`src/rtl/restoring_divider.sv`:
```
// Multi-cycle radix-2 restoring divider for DIV/DIVU: one shift/subtract/restore step per clock,
// quotient and remainder returned with a one-cycle done pulse.
module restoring_divider #(
   parameter int DIV_WIDTH = 32
) (
   input  logic                 clk,
   input  logic                 rst_n,
   input  logic                 start,
   input  logic                 signed_op,
   input  logic [DIV_WIDTH-1:0] dividend,
   input  logic [DIV_WIDTH-1:0] divisor,
   output logic                 busy,
   output logic                 done,
   output logic [DIV_WIDTH-1:0] quotient,
   output logic [DIV_WIDTH-1:0] remainder,
   output logic                 div_by_zero
);

   localparam int CW = (DIV_WIDTH > 2) ? $clog2(DIV_WIDTH) : 1;

   typedef enum logic [1:0] {
      IDLE,
      CALC,
      FINISH
   } state_t;

   state_t               state;
   logic [DIV_WIDTH:0]   part_rem;
   logic [DIV_WIDTH-1:0] dvd_reg;
   logic [DIV_WIDTH-1:0] dsr_reg;
   logic [DIV_WIDTH-1:0] orig_dividend;
   logic [CW-1:0]        count;
   logic                 q_neg;
   logic                 r_neg;
   logic                 zero_div;

   logic                 dividend_neg;
   logic                 divisor_neg;
   logic [DIV_WIDTH-1:0] dividend_mag;
   logic [DIV_WIDTH-1:0] divisor_mag;
   logic [DIV_WIDTH+1:0] shifted;
   logic [DIV_WIDTH+1:0] trial;
   logic [DIV_WIDTH-1:0] q_final;
   logic [DIV_WIDTH-1:0] r_final;

   assign dividend_neg = signed_op & dividend[DIV_WIDTH-1];
   assign divisor_neg  = signed_op & divisor[DIV_WIDTH-1];
   assign dividend_mag = dividend_neg ? (~dividend + 1'b1) : dividend;
   assign divisor_mag  = divisor_neg  ? (~divisor  + 1'b1) : divisor;

   // Trial is one bit wider than the partial remainder so its MSB is a clean sign bit.
   assign shifted = {part_rem, dvd_reg[DIV_WIDTH-1]};
   assign trial   = shifted - {2'b00, dsr_reg};

   assign q_final = zero_div ? {DIV_WIDTH{1'b1}}
                  : (q_neg ? (~dvd_reg + 1'b1) : dvd_reg);
   assign r_final = zero_div ? orig_dividend
                  : (r_neg ? (~part_rem[DIV_WIDTH-1:0] + 1'b1) : part_rem[DIV_WIDTH-1:0]);

   always_ff @(posedge clk or negedge rst_n) begin
      if (!rst_n) begin
         state         <= IDLE;
         part_rem      <= '0;
         dvd_reg       <= '0;
         dsr_reg       <= '0;
         orig_dividend <= '0;
         count         <= '0;
         q_neg         <= 1'b0;
         r_neg         <= 1'b0;
         zero_div      <= 1'b0;
         busy          <= 1'b0;
         done          <= 1'b0;
         quotient      <= '0;
         remainder     <= '0;
         div_by_zero   <= 1'b0;
      end else begin
         done <= 1'b0;
         case (state)
            IDLE: begin
               if (start) begin
                  dvd_reg       <= dividend_mag;
                  dsr_reg       <= divisor_mag;
                  orig_dividend <= dividend;
                  q_neg         <= dividend_neg ^ divisor_neg;
                  r_neg         <= dividend_neg;
                  zero_div      <= (divisor == '0);
                  part_rem      <= '0;
                  count         <= '0;
                  busy          <= 1'b1;
                  state         <= CALC;
               end
            end
            CALC: begin
               if (!trial[DIV_WIDTH+1]) begin
                  part_rem <= trial[DIV_WIDTH:0];
                  dvd_reg  <= {dvd_reg[DIV_WIDTH-2:0], 1'b1};
               end else begin
                  part_rem <= shifted[DIV_WIDTH:0];
                  dvd_reg  <= {dvd_reg[DIV_WIDTH-2:0], 1'b0};
               end
               count <= count + CW'(1);
               if (count == CW'(DIV_WIDTH - 1)) begin
                  state <= FINISH;
               end
            end
            FINISH: begin
               quotient    <= q_final;
               remainder   <= r_final;
               div_by_zero <= zero_div;
               done        <= 1'b1;
               busy        <= 1'b0;
               state       <= IDLE;
            end
            default: begin
               state <= IDLE;
               busy  <= 1'b0;
            end
         endcase
      end
   end

endmodule

```
`config.mk`:
```
export PLATFORM = sky130hd
export DESIGN_NAME = restoring_divider
export DESIGN_NICKNAME = d
export VERILOG_FILES = /design/src/rtl/restoring_divider.sv
export SDC_FILE = /design/constraint.sdc
export NUM_CORES = 1
export LEC_CHECK = 0
export CORE_MARGIN = 1
export CORE_UTILIZATION = 50
export CTS_BUF_LIST = sky130_fd_sc_hd__clkbuf_4
export CTS_CLUSTER_SIZE = 25
export DETAILED_ROUTE_END_ITERATION = 16
export GPL_TIMING_DRIVEN = 0
export PLACE_DENSITY = 0.83
export SYNTH_ARGS = -nofsm -noshare
export SYNTH_HDL_FRONTEND = slang
export SYNTH_SLANG_ARGS = --single-unit
```
`constraint.sdc`:
```
create_clock -name clk -period 9.1 [get_ports clk]
set_clock_uncertainty 0.1 [all_clocks]
set_input_delay 1.365 -clock clk [delete_from_list [all_inputs] [get_ports clk]]
set_output_delay 1.365 -clock clk [all_outputs]
set_load 0.01 [all_outputs]
```
==> impl_metrics.env, run 1 <==
export IMPL_max_cap_violations=0
export IMPL_netlist_top_cells_area="dfrtp_1 41%, nand2_1 7.7%, o21ai_0 6.7%"
export IMPL_drt_iter0_markers=998
export IMPL_r2r_cells=12
export IMPL_p_switching_mw=2.65
export IMPL_slew_viol_final=0
export IMPL_holdPathStages=2
export IMPL_setup_violations=0
export IMPL_ant_nets=0
export IMPL_post_route_drc_count=0
export IMPL_tritoncts="done"
export IMPL_max_freq_ghz=0.231
export IMPL_synthToLayoutAreaGrowth_pct=19.0
export IMPL_power_mw=5.64
export IMPL_yosysMostFrequentCell="nand2_1"
export IMPL_placement_io_buffers=134
export IMPL_finalNetCount=1776
export IMPL_period_needed_ns=4.33
export IMPL_required_ns=9.56
export IMPL_antenna_found_initial=1
export IMPL_clockRootBuffer="clkbuf_4"
export IMPL_place_inst=1944
export IMPL_synth_top_area_share_pct=40.5
export IMPL_crit_type="flop to flop"
export IMPL_slew_headroom_pct=36.6
export IMPL_cts_resized=0
export IMPL_dp_worst_setup_slack_ns=4.26
export IMPL_finalNonFillerCells=2034
export IMPL_tightest_slew_ns=0.948
export IMPL_wl_per_cell_um=18.7
export IMPL_synthFlopType="dfrtp_1"
export IMPL_track_usage_pct=29.7
export IMPL_path_max_fanout=6
export IMPL_cts_setup_buffers=0
export IMPL_start_kind="flop"
export IMPL_netlist_area_sq_um=12700
export IMPL_synth_edf_count=0
export IMPL_synthTopCellsByCount="261 x nand2_1, 206 x dfrtp_1, 170 x o21ai_0"
export IMPL_grt_pass1_wl_um=61100
export IMPL_clk_latency_ns=0.70
export IMPL_cts_hold_buf=0
export IMPL_run_status="complete, no violations"
export IMPL_die_area_sq_um=26100
export IMPL_drt_pass1_iterations=6
export IMPL_dpl_hpwl_um=29200
export IMPL_yosys_register_bits=206
export IMPL_synth_nets=1586
export IMPL_grt_max_degree=114
export IMPL_die_x_um=162
export IMPL_timing_final_ws_setup_ns=4.77
export IMPL_drive_above_1_share_pct=5.93
export IMPL_avgSynthCellArea_sq_um=8.60
export IMPL_die_h_um=162
export IMPL_ir_drop_uv=142
export IMPL_coreArea_sq_um=25000
export IMPL_via_per_inst=5.93
export IMPL_cts_made_buffers=53
export IMPL_wl_um=38100
export IMPL_p_seq_share_pct=30.1
export IMPL_cp_arrival_ns=4.79
export IMPL_synth_warnings=0
export IMPL_finalSetupTns_ns=0
export IMPL_hold_class="flop to flop"
export IMPL_worst_setup_path_end_kind="flop"
export IMPL_htreeDepth=2
export IMPL_internal_power_mw=2.99
export IMPL_synth_distinct_cells=66
export IMPL_swShare_pct=47.0
export IMPL_rsz0062_at_grt="false"
export IMPL_post_route_period_util_pct=47.5
export IMPL_largest_register="part_rem"
export IMPL_ios=135
export IMPL_ys_async_sr_fraction_pct=100
export IMPL_p_leak_nw=6.56
export IMPL_initial_core_util_pct=50.8
export IMPL_placementRows=58
export IMPL_path_clk_slew_ns=0.07
export IMPL_grt_ovfl_total=0
export IMPL_cts_sinks=206
export IMPL_clockPowerShare_pct=13.6
export IMPL_combPwrFrac_pct=56.3
export IMPL_grt_pass1_vias=11879
export IMPL_hold_viol=0
export IMPL_clock_path_buffers=3
export IMPL_power_density_nw_per_um2=372
export IMPL_vias=12066
export IMPL_yosysSeqAreaShare_pct=40.5
export IMPL_largest_reg_flops=33
export IMPL_gp_congestion=0.905
export IMPL_synth_top_cell_by_area="dfrtp_1"
export IMPL_syn_inst=1479
placed cells by master (no fill, tap or decap), drive strengths merged, types with 9 or more instances in the layout:
master,count
a211oi,10
ha,38
o31ai,24
or3,15
nor4,12
a31oi,9
a21o,15
xor2,69
nor2,77
nand3,16
dfrtp,206
clkinv,14
nand2b,14
nand2,261
nand4,9
clkbuf,139
clkdlybuf4s50,133
o21ai,183
or4,15
and3,12
mux2i,34
a22oi,31
a21oi,82
o41ai,14
nor3,23
buf,16
inv,56
xnor2,73
o22a,31
routing by layer:
metal  global-route usage [%]  up-vias  wire [um]
li1                         -     5660          -
met1                     37.6     5750      15700
met2                     49.4      544      18000
met3                     4.90      112       2880
met4                     14.4        0       1570
met5                        0        -          0
cell type report:
cell class,instances,area [sq um]
Multi-Input combinational cell,1139,7060
Sequential cell,206,5150
Inverter,55,206
Fill cell,2180,9900
Antenna cell,1,2.50
Buffer,79,305
Clock buffer,74,556
Tap cell,330,413
Clock inverter,15,71.3
Timing Repair Buffer,135,1370
power by group through the flow:
stage	logic, mW	clock network [mW]	registers, mW
2_1_floorplan	2.33	0	1.57
3_3_place_gp	3.07	0	1.68
3_5_place_dp	3.14	0	1.70
4_1_cts	3.15	0.774	1.68
5_1_grt	3.54	0.821	1.74
6_report	3.18	0.765	1.70
critical path, stage by stage (launching register included):
cell and delay (ns):
dfrtp_1 0.38, inv_1 0.25, ha_1 0.22, inv_1 0.06
fa_1 0.41, a211oi_1 0.27, nor2_1 0.14, o311ai_0 0.66
a211oi_1 0.34, a31oi_1 0.49, a21boi_0 0.27, a32o_1 0.32
or3_1 0.31
logic make-up (layout without fill, tap and decap cells):
logic type	Yosys count	after routing	share of synthesized area (%)
simple gates	479	479	17.1
compound gates	444	444	21.9
flops	206	206	40.5
xor+xnor	142	142	9.77
buf+inv	134	358	4.02
fa+ha+maj	39	39	3.89
mux	35	35	2.76
other cells	0	1	0
path summary, 6_finish.rpt:
kind                                 endpoint     startpoint  slack [ns]
max in group asynchronous        part_rem[29]          rst_n        7.27
worst min register to register  remainder[20]  remainder[20]        0.37
worst min-delay path            remainder[20]  remainder[20]        0.37
min in group asynchronous        remainder[2]          rst_n        0.59
worst max register to register   part_rem[32]    dvd_reg[31]        4.77
worst max-delay path             part_rem[32]    dvd_reg[31]        4.77
stage by stage:
| stage | util [%] | hold slack (ns) | area, sq um |
|---|---|---|---|
| 2_1_floorplan | - | 0.337 | 12700 |
| 3_3_place_gp | 57.8 | 0.351 | 14500 |
| 3_5_place_dp | 58.0 | 0.358 | 14500 |
| 4_1_cts | 60.5 | 0.377 | 15100 |
| 5_1_grt | 60.5 | 0.391 | 15100 |
| 6_report | 60.5 | 0.370 | 15100 |
(Power assumes the default switching activity.)
==> inputs of run 2 (changes only) <==
Clock period 9.1 ns to 4.1 ns, I/O delays scaled along.
==> run 2 against run 1 <==
Setup slack worse by 4.5 ns. Sequential share of layout area down 0.13 points. Largest power group unchanged. Core utilization up 0.23 points. Sequential power up 120%. Non-clock buffer count up 5. Clock power up 120%. Worst hold slack better by 0.00065 ns. Critical path type unchanged. Critical path depth down 1. Fmax up 12%.
==> impl_metrics.env, run 2 (same netlist as run 1, synthesis figures left out) <==
export IMPL_r2r_cells=11
export IMPL_period_needed_ns=3.87
export IMPL_p_seq_share_pct=29.9
export IMPL_holdPathStages=2
export IMPL_start_kind="flop"
export IMPL_crit_path_top_delay_cell="dfrtp_1"
export IMPL_grt_ovfl_total=0
export IMPL_placementRows=58
export IMPL_finalSetupTns_ns=0
export IMPL_crit_type="flop to flop"
export IMPL_track_usage_pct=29.7
export IMPL_ios=135
export IMPL_vias=12051
export IMPL_rsz0062_at_grt="false"
export IMPL_reg2reg_from="part_rem[16]"
export IMPL_clockRootBuffer="clkbuf_4"
export IMPL_htreeDepth=2
export IMPL_worst_setup_path_end_kind="flop"
export IMPL_placement_io_buffers=134
export IMPL_power_mw=12.6
export IMPL_wl_met2_um=18100
export IMPL_worst_path_largest_cell_delay_ns=0.50
export IMPL_ant_nets=0
export IMPL_grt_max_degree=114
export IMPL_final_cell_mix="261 x nand2_1, 206 x dfrtp_1, 170 x o21ai_0"
export IMPL_path_clk_slew_ns=0.07
export IMPL_slew_headroom_pct=38.7
export IMPL_drive_above_1_share_pct=6.32
export IMPL_swShare_pct=46.9
export IMPL_critical_path_top_delay_family="simple AND/OR/NAND/NOR gates"
export IMPL_combPwrFrac_pct=56.7
export IMPL_die_x_um=162
export IMPL_wl_met3_um=2890
export IMPL_tightest_slew_ns=0.916
export IMPL_clock_path_buffers=3
export IMPL_clockPowerShare_pct=13.4
export IMPL_post_route_period_util_pct=94.5
export IMPL_die_h_um=162
export IMPL_startpoint="part_rem[16]"
export IMPL_cp_arrival_ns=4.37
export IMPL_max_cap_violations=0
export IMPL_drt_iter0_markers=978
export IMPL_finalNetCount=1781
export IMPL_cts_made_buffers=53
export IMPL_largest_register="part_rem"
export IMPL_drt_met1_wl_um=15700
export IMPL_dpl_hpwl_um=29200
export IMPL_rrSetupSlack_ns=0.23
export IMPL_setup_violations=0
export IMPL_slew_viol_final=0
export IMPL_ir_drop_uv=315
export IMPL_wl_um=38200
export IMPL_max_freq_ghz=0.258
export IMPL_cp_cell_sequence="ha_1, clkbuf_1, and4_1, a21o_1, nor4_1, o211ai_1, and4_1, or3_1, buf_2, nor4_1, a221o_1"
export IMPL_p_switching_mw=5.92
export IMPL_wl_per_cell_um=18.7
export IMPL_grt_pass1_wl_um=61100
export IMPL_coreArea_sq_um=25000
export IMPL_final_core_utilization_pct=60.7
export IMPL_rr_endpoint="part_rem[26]"
export IMPL_grt_pass1_vias=11882
export IMPL_power_density_nw_per_um2=830
export IMPL_p_leak_nw=6.58
export IMPL_die_area_sq_um=26100
export IMPL_nFillCells=2173
export IMPL_post_route_drc_count=0
export IMPL_seqCellArea_sq_um=5150
export IMPL_min_from="remainder[20]"
export IMPL_multi_input_area_sq_um=7080
export IMPL_tritoncts="done"
export IMPL_initial_core_util_pct=50.8
export IMPL_gp_congestion=0.905
export IMPL_highest_layer="met4"
export IMPL_final_common_cell="nand2_1"
export IMPL_clk_latency_ns=0.71
export IMPL_cts_sinks=206
export IMPL_cp_num_buf_inv=2
export IMPL_run_status="complete, no violations"
export IMPL_largest_reg_flops=33
export IMPL_synthToLayoutAreaGrowth_pct=19.5
export IMPL_drt_pass1_iterations=6
export IMPL_hold_class="flop to flop"
export IMPL_required_ns=4.60
export IMPL_antenna_found_initial=1
export IMPL_via_per_inst=5.91
export IMPL_internal_power_mw=6.69
export IMPL_min_to="remainder[20]"
export IMPL_hold_viol=0
export IMPL_path_max_fanout=10
-- run 2: worst max-delay path by stage --
stage	end	cells after the start
6_report	part_rem[26]	11
5_1_grt	part_rem[32]	12
4_1_cts	part_rem[32]	12
3_5_place_dp	part_rem[32]	12
3_3_place_gp	quotient[13]	1
2_1_floorplan	part_rem[32]	12
-- run 2: per-layer routing --
layer / global-route usage, % / up-vias
met1: 37.6 / 5721
li1: - / 5673
met2: 49.4 / 555
met5: 0 / -
met3: 4.90 / 102
met4: 14.4 / 0
-- run 2: worst min-delay path: stages (launching register included) --
cell	delay [ns]
dfrtp_1	0.34
nand2_1	0.05
nand2_1	0.05
-- run 2: what timing repair did --
| action | CTS | global route |
|---|---|---|
| hold endpoints to repair | 93 | 0 |
| endpoints found under the setup margin | 4 | 9 |
| hold buffers | 1 | 0 |
| gates resized for setup | 1 | 3 |
| pin swaps | 0 | 1 |
| buffers inserted | 0 | 4 |
-- run 2: area by class of cell --
type                            count  area share [%]
Antenna cell                        1          0.0165
Buffer                             79            2.01
Clock buffer                       74            3.66
Clock inverter                     15           0.469
Inverter                           55            1.36
Multi-Input combinational cell   1139            46.6
Sequential cell                   206            33.9
Tap cell                          330            2.72
Timing Repair Buffer              140            9.30
-- run 2: per-stage QoR --
stage,worst slack (ns),instances,cell area (sq um),hold slack [ns]
6_report,0.226,2039,15200,0.370
5_1_grt,0.0811,2039,15200,0.391
4_1_cts,0.0241,2034,15100,0.377
3_5_place_dp,-0.213,1944,14500,0.358
3_3_place_gp,-6.07,1943,14500,0.351
2_1_floorplan,0.856,1479,12700,0.219
-- run 2: power groups by stage --
stage                     clock [mW]  sequential [mW]  combinational (mW)
after floorplan                    0             3.49                5.17
after global placement             0             3.73                6.81
after detailed placement           0             3.77                6.96
after CTS                       1.72             3.73                6.99
after global routing            1.82             3.86                7.95
final                           1.69             3.77                7.15
